[config.mk]
export PLATFORM = sky130hd
export DESIGN_NAME = mem_port_arbiter
export DESIGN_NICKNAME = d
export VERILOG_FILES = /design/src/rtl/mem_port_arbiter_pkg.sv /design/src/rtl/mem_port_arbiter_rr_pick2.sv /design/src/rtl/mem_port_arbiter.sv
export SDC_FILE = /design/constraint.sdc
export NUM_CORES = 1
export LEC_CHECK = 0
export CAP_MARGIN = 20
export CORE_MARGIN = 1.5
export CORE_UTILIZATION = 45
export DETAILED_ROUTE_END_ITERATION = 7
export PLACE_DENSITY = 0.95
export SETUP_SLACK_MARGIN = 0.5
export SKIP_CTS_REPAIR_TIMING = 1
export SYNTH_ARGS = -nofsm -noshare
export SYNTH_HDL_FRONTEND = slang
export SYNTH_SLANG_ARGS = --single-unit
[constraint.sdc]
create_clock -name clk -period 4.4 [get_ports clk]
set_input_delay 0.88 -clock clk [delete_from_list [all_inputs] [get_ports clk]]
set_output_delay 0.88 -clock clk [all_outputs]
set_load 0.01 [all_outputs]
[src/rtl/mem_port_arbiter_pkg.sv]
// Shared definitions for the I/D memory port arbiter: FSM state codes and grant encodings.
package mem_port_arbiter_pkg;

  typedef enum logic [1:0] {
    ARB_IDLE   = 2'b00,
    ARB_BUSY_I = 2'b01,
    ARB_BUSY_D = 2'b10
  } arb_state_e;

  localparam logic [1:0] GRANT_NONE = 2'b00;
  localparam logic [1:0] GRANT_I    = 2'b01;
  localparam logic [1:0] GRANT_D    = 2'b10;

  // last_grant encoding; also the rr_pick2 pick encoding (a = I, b = D)
  localparam logic LAST_I = 1'b0;
  localparam logic LAST_D = 1'b1;

  function automatic logic [1:0] grant_of(arb_state_e s);
    case (s)
      ARB_BUSY_I: grant_of = GRANT_I;
      ARB_BUSY_D: grant_of = GRANT_D;
      default:    grant_of = GRANT_NONE;
    endcase
  endfunction

endpackage

[src/rtl/mem_port_arbiter_rr_pick2.sv]
// Combinational 2-way round-robin pick: on a tie the side that did not win last time is chosen.
module rr_pick2 (
  input  logic req_a,
  input  logic req_b,
  input  logic last,   // 0: a won last, 1: b won last
  output logic pick,   // 0: a, 1: b
  output logic valid
);

  assign valid = req_a | req_b;
  assign pick  = (req_a & req_b) ? ~last : req_b;

endmodule

[src/rtl/mem_port_arbiter.sv]
// Arbitrates instruction-fetch (I) and data (D) requesters onto one single-port memory.
// Optional ARB_TIMEOUT_EN adds a mem_ack watchdog that aborts the transaction with arb_err.
module mem_port_arbiter
  import mem_port_arbiter_pkg::*;
#(
  parameter int ADDR_W  = 16,
  parameter int DATA_W  = 16,
  parameter int TIMEOUT = 255
) (
  input  logic              clk,
  input  logic              reset_n,
  input  logic              i_req,
  input  logic [ADDR_W-1:0] i_addr,
  output logic              i_ack,
  output logic [DATA_W-1:0] i_rdata,
  input  logic              d_req,
  input  logic              d_we,
  input  logic [ADDR_W-1:0] d_addr,
  input  logic [DATA_W-1:0] d_wdata,
  output logic              d_ack,
  output logic [DATA_W-1:0] d_rdata,
  output logic              mem_req,
  output logic              mem_we,
  output logic [ADDR_W-1:0] mem_addr,
  output logic [DATA_W-1:0] mem_wdata,
  input  logic              mem_ack,
  input  logic [DATA_W-1:0] mem_rdata,
  output logic [1:0]        grant,
  output logic              arb_err
);

  arb_state_e        state_q, state_d;
  logic              last_q;
  logic              cmd_we_q;
  logic [ADDR_W-1:0] cmd_addr_q;
  logic [DATA_W-1:0] cmd_wdata_q;
  logic [DATA_W-1:0] i_hold_q, d_hold_q;
  logic [DATA_W-1:0] rsp_data;
  logic              pick, pick_vld;
  logic              load, expire, err, i_done, d_done;

  rr_pick2 u_pick (
    .req_a (i_req),
    .req_b (d_req),
    .last  (last_q),
    .pick  (pick),
    .valid (pick_vld)
  );

  always_ff @(posedge clk) begin
    if (!reset_n) state_q <= ARB_IDLE;
    else          state_q <= state_d;
  end

  always_comb begin
    state_d = state_q;
    load    = 1'b0;
    i_done  = 1'b0;
    d_done  = 1'b0;
    err     = 1'b0;
    case (state_q)
      ARB_IDLE: begin
        if (pick_vld) begin
          load    = 1'b1;
          state_d = (pick == LAST_D) ? ARB_BUSY_D : ARB_BUSY_I;
        end
      end
      ARB_BUSY_I: begin
        if (mem_ack || expire) begin
          i_done  = 1'b1;
          err     = !mem_ack;
          state_d = ARB_IDLE;
        end
      end
      ARB_BUSY_D: begin
        if (mem_ack || expire) begin
          d_done  = 1'b1;
          err     = !mem_ack;
          state_d = ARB_IDLE;
        end
      end
      default: state_d = ARB_IDLE;
    endcase
  end

  // A transaction cut short by reset never acknowledges, even if mem_ack coincides.
  assign i_ack    = i_done & reset_n;
  assign d_ack    = d_done & reset_n;
  assign arb_err  = err & reset_n;
  assign rsp_data = err ? {DATA_W{1'b1}} : mem_rdata;
  assign i_rdata  = i_ack ? rsp_data : i_hold_q;
  assign d_rdata  = d_ack ? rsp_data : d_hold_q;

  assign mem_req   = (state_q != ARB_IDLE);
  assign mem_we    = mem_req & cmd_we_q;
  assign mem_addr  = mem_req ? cmd_addr_q  : '0;
  assign mem_wdata = mem_req ? cmd_wdata_q : '0;
  assign grant     = grant_of(state_q);

  always_ff @(posedge clk) begin
    if (!reset_n) begin
      last_q      <= LAST_I;
      cmd_we_q    <= 1'b0;
      cmd_addr_q  <= '0;
      cmd_wdata_q <= '0;
      i_hold_q    <= '0;
      d_hold_q    <= '0;
    end else begin
      if (load) begin
        last_q      <= pick;
        cmd_we_q    <= (pick == LAST_D) & d_we;
        cmd_addr_q  <= (pick == LAST_D) ? d_addr  : i_addr;
        cmd_wdata_q <= (pick == LAST_D) ? d_wdata : '0;
      end
      if (i_ack) i_hold_q <= rsp_data;
      if (d_ack) d_hold_q <= rsp_data;
    end
  end

`ifdef ARB_TIMEOUT_EN
  localparam int CNT_W = (TIMEOUT > 255) ? $clog2(TIMEOUT + 1) : 8;
  logic [CNT_W-1:0] wait_cnt_q;

  // Counter reads 0 in the first BUSY cycle, so expiry lands in BUSY cycle number TIMEOUT.
  always_ff @(posedge clk) begin
    if (!reset_n)             wait_cnt_q <= '0;
    else if (load)            wait_cnt_q <= '0;
    else if (mem_req)         wait_cnt_q <= wait_cnt_q + 1'b1;
  end

  assign expire = mem_req && (wait_cnt_q == CNT_W'(TIMEOUT - 1));
`else
  logic unused_timeout;
  assign unused_timeout = (TIMEOUT == 0);
  assign expire         = 1'b0;
`endif

endmodule

# [Word-level counts from Yosys, hierarchy flattened]
# Cells that the tools add are included.
[op_classes] n_eq_ne=4 mux=20 n_bitwise=8 reduce_logical=5
[op_table] cell="$mux W16" count=7
[op_table] cell="$mux W1" count=8
[op_table] cell="$pmux W2 S2" count=2
[op_table] cell="$and A1 B1 Y1" count=6
[op_table] cell="$mux W2" count=3
[op_table] cell="$eq A2 B1 Y1 const B" count=1
[op_table] cell="$eq A2 B2 Y1 const B" count=1
[op_table] cell="$logic_not A2 Y1" count=1
[op_table] cell="$ne A2 B1 Y1 const B" count=1
[op_table] cell="$ne A2 B2 Y1 const B" count=1
[op_table] cell="$reduce_and A2 Y1" count=1
[op_table] cell="$reduce_bool A2 Y1" count=1
[op_table] cell="$reduce_or A2 Y1" count=1
[op_table] cell="$logic_not A1 Y1" count=1
[op_table] cell="$not A1 Y1" count=1
[op_table] cell="$or A1 B1 Y1" count=1
[totals] register_bits=68 in_bits=70 output_inout_bits=71 word_cells=44

# [Longest topological paths before layout]
# Gate-level depths: netlist (run 1).
[logic_depth] depth_word=5 mapped_depth=8 depth_no_buf=5

# [Hierarchy]
# Synthesis (run 1) repeated with hierarchy kept, for this count alone.
[hier_totals] cells_unflattened=385 hier_area_um2=3445.8
[by_module_without_submodules] mod="mem_port_arbiter" n_inst=1 cells_each=383 area_per_inst_um2=3432.0 seq_area_each_um2=1361.3
[by_module_without_submodules] mod="rr_pick2" n_inst=1 cells_each=2 area_per_inst_um2=13.8 seq_area_each_um2=0.0

# [Least setup slack after synthesis (run 1)]
# No wires, ideal clock.
[synth_timing] kind="input to output" from="input mem_ack" to="output d_rdata[10]" t_arrival_ps=1484 required_time_ps=3520 path_slack_ps=2036 path_stages=3 path_buffers=1 cell_sequence="nand3_4 > buf_6 > mux2_4"
[synth_via] elab_chain_len=5 word_cells_on_any_way=8 cone_classes="6 x mux; 1 x bitwise; 1 x reduce/logical"
[synth_lines] item="start: declaration" line_no="mem_port_arbiter.sv:26" source="input logic mem_ack,"
[synth_lines] item="$logic_not A1 Y1" line_no="mem_port_arbiter.sv:71, mem_port_arbiter.sv:78"
[synth_lines] item="$mux W1" line_no="mem_port_arbiter.sv:69, mem_port_arbiter.sv:76"
[synth_lines] item="$mux W1"
[synth_lines] item="$mux W16" line_no="mem_port_arbiter.sv:90" source="assign rsp_data = err ? {DATA_W{1'b1}} : mem_rdata;"
[synth_lines] item="$mux W16 (*)"
[synth_lines] item="end: declaration" line_no="mem_port_arbiter.sv:21" source="output logic [DATA_W-1:0] d_rdata,"
# Every way passes the cells marked *; elsewhere a longest branch is shown, timed or not.

# [Final worst setup path (run 1)]
[layout_timing] from="input mem_ack" to="output i_rdata[6]"
[layout_via] elab_chain_len=5 word_cells_on_any_way=8 cone_classes="6 x mux; 1 x bitwise; 1 x reduce/logical"
[layout_lines] item="$logic_not A1 Y1" line_no="mem_port_arbiter.sv:71, mem_port_arbiter.sv:78"
[layout_lines] item="$mux W1" line_no="mem_port_arbiter.sv:69, mem_port_arbiter.sv:76"
[layout_lines] item="$mux W1"
[layout_lines] item="$mux W16" line_no="mem_port_arbiter.sv:90"
[layout_lines] item="$mux W16 (*)"
[layout_lines] item="end: declaration" line_no="mem_port_arbiter.sv:15" source="output logic [DATA_W-1:0] i_rdata,"
# Marked as above.

==> results of run 1 <==
state kept, by name, summed over array words and instances (netlist names):
register	count
cmd_addr_q	16
cmd_wdata_q	16
d_hold_q	16
i_hold_q	16
state_q	2
cmd_we_q	1
last_q	1
cells by family (layout without fill, tap and decap cells):
family          count (synthesis)  in the layout
buf+inv                        38            163
other cells                     1              1
mux                            32             32
fa+ha+maj                       5              5
compound gates                 24             24
flops                          68             68
simple gates                  173            173
cells in the final DEF, fill, tap and decap left out, types with 2 or more instances in the layout:
cell and count:
a21boi_0 2, a32oi_1 17, and2_1 33, and3_1 16, buf_4 3, clkbuf_8 9, clkdlybuf4s50_1 138, clkinv_2 2
dfxtp_1 68, ha_1 4, inv_1 5, inv_6 2, mux2_2 14, mux2_4 18, nand2b_1 2, nand3_1 49
nand3_4 2, nand4_1 17, nor2b_1 51, o21ai_0 2
metrics by stage:
stage,std cells,util,instance area (um2),hold slack [ns]
floorplan,341,-,3280,0.438
global placement,546,0.673,4650,0.447
detailed placement,546,0.673,4650,0.453
CTS,562,0.702,4850,0.467
global route,562,0.702,4850,0.496
finish,562,0.702,4850,0.464
routing by layer:
| layer | share of wire | up-vias | global-route usage |
|---|---|---|---|
| li1 | - | 1427 | - |
| met1 | 0.40 | 1383 | 0.267 |
| met2 | 0.50 | 121 | 0.402 |
| met3 | 0.076 | 20 | 0.0634 |
| met4 | 0.021 | 0 | 0.0938 |
| met5 | 0 | - | 0 |
final cells by class:
| type | count | area share |
|---|---|---|
| repair buffers | 142 | 0.291 |
| flip-flops and latches | 68 | 0.281 |
| well taps | 96 | 0.0248 |
| inverters | 5 | 0.00387 |
| multi-input cells | 235 | 0.359 |
| clock buffers | 9 | 0.0255 |
| clock inverters | 7 | 0.0152 |
how the worst min path moves through the flow:
| stage | from | end | slack, ns | depth (start not counted) |
|---|---|---|---|---|
| 2_1_floorplan | cmd_addr_q[0] | cmd_addr_q[0] | 0.44 | 2 |
| 3_3_place_gp | cmd_addr_q[2] | cmd_addr_q[2] | 0.45 | 2 |
| 3_5_place_dp | cmd_addr_q[3] | cmd_addr_q[3] | 0.45 | 2 |
| 4_1_cts | cmd_addr_q[3] | cmd_addr_q[3] | 0.47 | 2 |
| 5_1_grt | cmd_addr_q[12] | cmd_addr_q[12] | 0.50 | 2 |
| 6_report | cmd_addr_q[3] | cmd_addr_q[3] | 0.46 | 2 |
tightest hold or removal path, cell delays in order, from the launching register on:
cell and delay (ns):
dfxtp_1 0.31, nand3_1 0.06, nand3_1 0.05
where the power goes:
part / leakage [nW] / internal, mW / switching [mW] / total [mW]
registers: 0.554 / 0.653 / 0.0174 / 0.670
logic: 1.29 / 0.175 / 0.161 / 0.336
clock network: 0.100 / 0.265 / 0.250 / 0.514
total: 1.94 / 1.09 / 0.428 / 1.52
==> results.tsv, run 1 <==
stage	metric	value	unit
cts	Worst-path clk slew	0.07	ns
placement	Port Buf Inserts	139	
worst_setup_path	Worst path depth	4	
route	Antenna Violating Nets Remaining	0	
synthesis	post-synthesis mux area share	0.131	
placement	routability congestion estimate	0.781	
synthesis	top cell type's share of synthesized area	0.415	
power_and_ir_drop	Pwr Density	314	nW/um2
route	routed wire length	8940	um
synthesis	cell with the most instances after synthesis	dfxtp_1	
die	Initial Util	0.474	
global_route	first-pass GRT wire length	14000	um
synthesis	predominant post-synthesis flop cell	dfxtp_1	
synthesis	Post-Syn Nets	416	
final_layout	# nets final	536	
global_route	gr ovfl total	0	
route	drt pass-1 iters	4	
final_layout	n_diodes	0	
timing	setup TNS	0	ns
worst_setup_path	Critical Path Max Stage Delay	0.59	ns
synthesis	Synth Area in XOR/XNOR	0	
timing	final setup vio count	0	
worst_setup_path	RR Startpoint	state_q[0]	
run	max-cap check violation count	0	
die	die area	7800	um2
synthesis	top cells by count, synth	dfxtp_1, nor2b_1, nand3_1	
route	DRT iter0 DRCs	86	
route	Via-to-Cell Ratio	5.25	
cts	Num Clock Sinks	68	
global_route	number of global-route vias before repair	2885	
timing	Max Transition Viols Final	0	
cts	CTS buffer count	9	
worst_setup_path	worst-path maximum fanout	17	
worst_setup_path	cells on worst reg2reg path	6	
cts	root buf cell	clkbuf_8	
die	Die H	88.3	um
worst_setup_path	CP cell instances	clkdlybuf4s50_1 > nand3_4 > mux2_4 > clkdlybuf4s50_1	
timing	Worst-Margin Slew	0.820	ns
synthesis	Adder-Cell Fraction of Synth Area	0.0191	
synthesis	Post-synth EDFFs	0	
synthesis	warnings from Yosys	0	
final_layout	Fill cells	528	
die	DIE WIDTH	88.3	um
worst_setup_path	CP max-delay cell	clkdlybuf4s50_1	
worst_setup_path	CP arrival	2.68	ns
final_layout	area of the multi-input gates	1740	um2
timing	max_slew headroom	0.450	
final_layout	Reg area	1360	um2
timing	Achievable Freq	281	MHz
synthesis	mapped cell area	3280	um2
worst_setup_path	WP buf/inv	2	
placement	Place WS	0.827	ns
worst_setup_path	Startpoint Class	primary input	
timing	setup ws final	0.840	ns
placement	hpwl dp	6340	um
worst_setup_path	Req. time, crit path	3.52	ns
synthesis	Post-synth ARST share	0	
power_and_ir_drop	total leakage power	1.94	nW
global_route	pin count of the biggest net entering global routing	87	
timing	clock skew	0.00816	ns
synthesis	Post-Synth Simple-Gate Area	0.318	
worst_setup_path	R2R Path End	cmd_wdata_q[1]	
worst_setup_path	CP Launch Point	mem_ack	
route	average routed wire per standard cell	15.9	um
run_status	status	finished, final reports clean	
synthesis	synth top area cells	dfxtp_1, nor2b_1, mux2_4	
timing	minimum clock period	3.56	ns
timing	RSZ-0062 raised after global routing	false	
synthesis	cell taking the most area after synthesis	dfxtp_1	
die	Top Ports	141	
cts	number of H-tree levels	3	
cts	CTS tree	yes	
synthesis	compound-gate portion of the synthesized area	0.0603	
synthesis	Cell variety after synth	26	
synthesis	register area share after synthesis	0.415	
timing	Hold Vio Cnt, Final	0	
global_route	initial antenna violation count	0	
timing	period utilization	0.809	
worst_hold_path	Hold Path Class	reg2reg	
final_layout	Area growth, synth to finish	48.0	%
final_layout	share of cells above drive strength 1	0.122	
worst_setup_path	critical path's top delay family	buffers and inverters	
synthesis	syn_area_per_cell	9.61	um2
worst_setup_path	critical path capture point type	primary output	
synthesis	Mapped Cells	341	
route	DR DRC count	0	
worst_setup_path	cell mode on critical path	clkdlybuf4s50_1	
cts	Worst-Skew Late Latency	0.33	ns
power_and_ir_drop	peak supply drop	0.000157	V
worst_setup_path	Critical Path Sink	i_rdata[6]	
global_route	global router's overall resource usage	0.230	
worst_setup_path	Worst R2R Setup Slack	1.86	ns
synthesis	largest family of logic cells by synthesized area	simple AND/OR/NAND/NOR gates	
worst_setup_path	Crit Path Class	in2out	
cts	clock tree buffer depth	2	
die	core region area	6910	um2
power_and_ir_drop	Pwr Total	1.52	mW
die	Core Rows	30	
route	Via Count	2951	
synthesis	Yosys reg bits	68	
Power figures use the tool's default switching activity.
==> run 2, diff against run 1 <==
CORE_UTILIZATION = 38   (was 45)
PLACE_DENSITY = 0.86   (was 0.95)
clock period = 2.9 ns   (was 4.4 ns; I/O delays follow)
==> run 2 against run 1 <==
Against the previous run: total power is 68% higher; critical path depth is 3 higher; wire length is 11% higher; global-route usage is 3.8 points lower; critical path type is now reg2out; clock power is 87% higher; design area is 9.9% higher; via count is 4.4% higher.
==> results.tsv, run 2 (synthesized netlist as in run 1, its figures left out) <==
stage	metric	value	unit	change
route	drt pass-1 iters	5		was 4
cts	CTS tree	yes		unchanged
global_route	first-pass GRT wire length	13600	um	was 14000 um
route	Via-to-Cell Ratio	5.17		was 5.25
route	routed wire length	9900	um	was 8940 um
worst_setup_path	Crit Path Class	reg2out		was in2out
placement	hpwl dp	6170	um	was 6340 um
global_route	gr ovfl total	0		unchanged
die	DIE WIDTH	95.9	um	was 88.3 um
placement	placed cell area	4700	um2	was 4650 um2
run_status	status	finished, final reports clean		unchanged
die	die area	9190	um2	was 7800 um2
run	max-cap check violation count	0		unchanged
cts	clock tree buffer depth	2		unchanged
timing	final setup vio count	0		unchanged
final_layout	commonest non-fill, non-tap cell in the layout	clkdlybuf4s50_1		unchanged
power_and_ir_drop	Pwr Density	478	nW/um2	was 314 nW/um2
global_route	global router's overall resource usage	0.192		was 0.230
placement	routability congestion estimate	0.758		was 0.781
placement	Port Buf Inserts	139		unchanged
final_layout	# nets final	561		was 536
timing	Hold Vio Cnt, Final	0		unchanged
timing	Max Transition Viols Final	0		unchanged
timing	Achievable Freq	413	MHz	
worst_setup_path	WP buf/inv	4		was 2
die	core region area	8300	um2	was 6910 um2
global_route	pin count of the biggest net entering global routing	72		was 87
worst_setup_path	CP cell instances	inv_2 > ha_2 > nand3_4 > buf_12 > buf_4 > mux2_4 > dlymetal6s2s_1		was clkdlybuf4s50_1 > nand3_4 > mux2_4 > clkdlybuf4s50_1
cts	CTS buffer count	9		unchanged
cts	number of H-tree levels	3		unchanged
worst_setup_path	worst-path maximum fanout	13		was 17
power_and_ir_drop	peak supply drop	0.000314	V	was 0.000157 V
worst_setup_path	critical path capture point type	primary output		unchanged
worst_hold_path	Hold Path Class	reg2reg		unchanged
die	Core Rows	33		was 30
timing	Min Hold Slack	0.465	ns	was 0.464 ns
worst_setup_path	Startpoint Class	flop		was primary input
route	DRT iter0 DRCs	90		was 86
route	average routed wire per standard cell	16.6	um	was 15.9 um
worst_setup_path	Worst R2R Setup Slack	0.97	ns	was 1.86 ns
timing	period utilization	0.835		
final_layout	final instance area	5330	um2	was 4850 um2
worst_hold_path	Hold Crit Start	cmd_addr_q[1]		was cmd_addr_q[3]
cts	Worst-Skew Late Latency	0.34	ns	was 0.33 ns
final_layout	Area growth, synth to finish	62.7	%	was 48.0%
worst_setup_path	CP arrival	1.84	ns	was 2.68 ns
final_layout	share of cells above drive strength 1	0.196		was 0.122
die	Initial Util	0.395		was 0.474
placement	placed cells	559		was 546
timing	Worst-Margin Slew	0.751	ns	was 0.820 ns
worst_setup_path	RR Startpoint	state_q[0]		unchanged
worst_setup_path	cells on worst reg2reg path	6		unchanged
timing	RSZ-0062 raised after global routing	true		was false
cts	Num Clock Sinks	68		unchanged
route	Via Count	3080		was 2951
worst_setup_path	CP max-delay cell	dfxtp_4		was clkdlybuf4s50_1
cts	Worst-path clk slew	0.07	ns	about the same
timing	setup TNS	0	ns	unchanged
final_layout	most frequent cells in the layout	clkdlybuf4s50_1, dfxtp_1, dlymetal6s2s_1		was clkdlybuf4s50_1, dfxtp_1, nor2b_1
worst_setup_path	R2R Path End	cmd_wdata_q[11]		was cmd_wdata_q[1]
timing	clock skew	0.00486	ns	was 0.00816 ns
worst_hold_path	Hold EP	cmd_addr_q[1]		was cmd_addr_q[3]
worst_setup_path	Critical Path Max Stage Delay	0.37	ns	was 0.59 ns
worst_setup_path	critical path's top delay family	buffers and inverters		unchanged
die	Top Ports	141		unchanged
worst_setup_path	Req. time, crit path	2.32	ns	was 3.52 ns
timing	max_slew headroom	0.499		was 0.450
global_route	initial antenna violation count	0		unchanged
final_layout	final cell count without fillers	596		was 562
die	Die H	95.9	um	was 88.3 um
cts	root buf cell	clkbuf_8		unchanged
power_and_ir_drop	total leakage power	3.21	nW	was 1.94 nW
worst_hold_path	worst hold path depth	2		unchanged
timing	minimum clock period	2.42	ns	
global_route	number of global-route vias before repair	2811		was 2885
final_layout	n_diodes	0		unchanged
route	DR DRC count	0		unchanged
route	Antenna Violating Nets Remaining	0		unchanged
[run 2: cell count changes in the layout (fill, tap and decap cells not counted), moves of 3 or more]
| cell | change |
|---|---|
| buf_12 | +3 |
| buf_4 | +17 |
| buf_6 | +3 |
| clkbuf_2 | +7 |
| clkdlybuf4s50_1 | -68 |
| dlymetal6s2s_1 | +60 |
[run 2: worst max-delay path by stage]
stage | from | endpoint | depth (start not counted)
2_1_floorplan | state_q[0] | mem_req | 6
3_3_place_gp | mem_ack | d_rdata[0] | 4
3_5_place_dp | mem_ack | i_rdata[4] | 4
4_1_cts | mem_ack | i_rdata[4] | 4
5_1_grt | state_q[0] | d_rdata[8] | 7
6_report | state_q[0] | d_rdata[8] | 7
[run 2: report_power, final]
group          total, mW  internal [mW]  switching [mW]
combinational      0.569          0.301           0.269
sequential          1.02          0.991          0.0278
clock              0.961          0.577           0.384
[run 2: stage by stage]
| stage | setup slack (ns) | total power [mW] | utilization |
|---|---|---|---|
| 3_3_place_gp | -0.0236 | 1.54 | 0.567 |
| 2_1_floorplan | 1.02 | 1.31 | - |
| 6_report | 0.479 | 2.55 | 0.642 |
| 3_5_place_dp | -0.0736 | 1.56 | 0.567 |
| 4_1_cts | -0.0769 | 2.53 | 0.597 |
| 5_1_grt | 0.400 | 2.66 | 0.642 |
[run 2: layout make-up]
type / count / area [um2]
Tap cell: 105 / 131
Clock buffer: 9 / 124
Timing Repair Buffer: 167 / 1800
Sequential cell: 68 / 1370
Inverter: 5 / 21.3
Multi-Input combinational cell: 235 / 1760
Fill cell: 642 / 2970
Clock inverter: 7 / 124
[run 2: routing by layer]
metal	wire (um)	global-route usage
met1	4040	0.214
met2	4860	0.335
met4	139	0.0588
met5	0	0
met3	852	0.0758
[run 2: worst register-to-register path, stage by stage (launching register included)]
cell,delay (ns)
dfxtp_4,0.37
inv_2,0.08
ha_2,0.27
clkbuf_16,0.22
and2_1,0.59
a32oi_1,0.21
nor2b_1,0.14
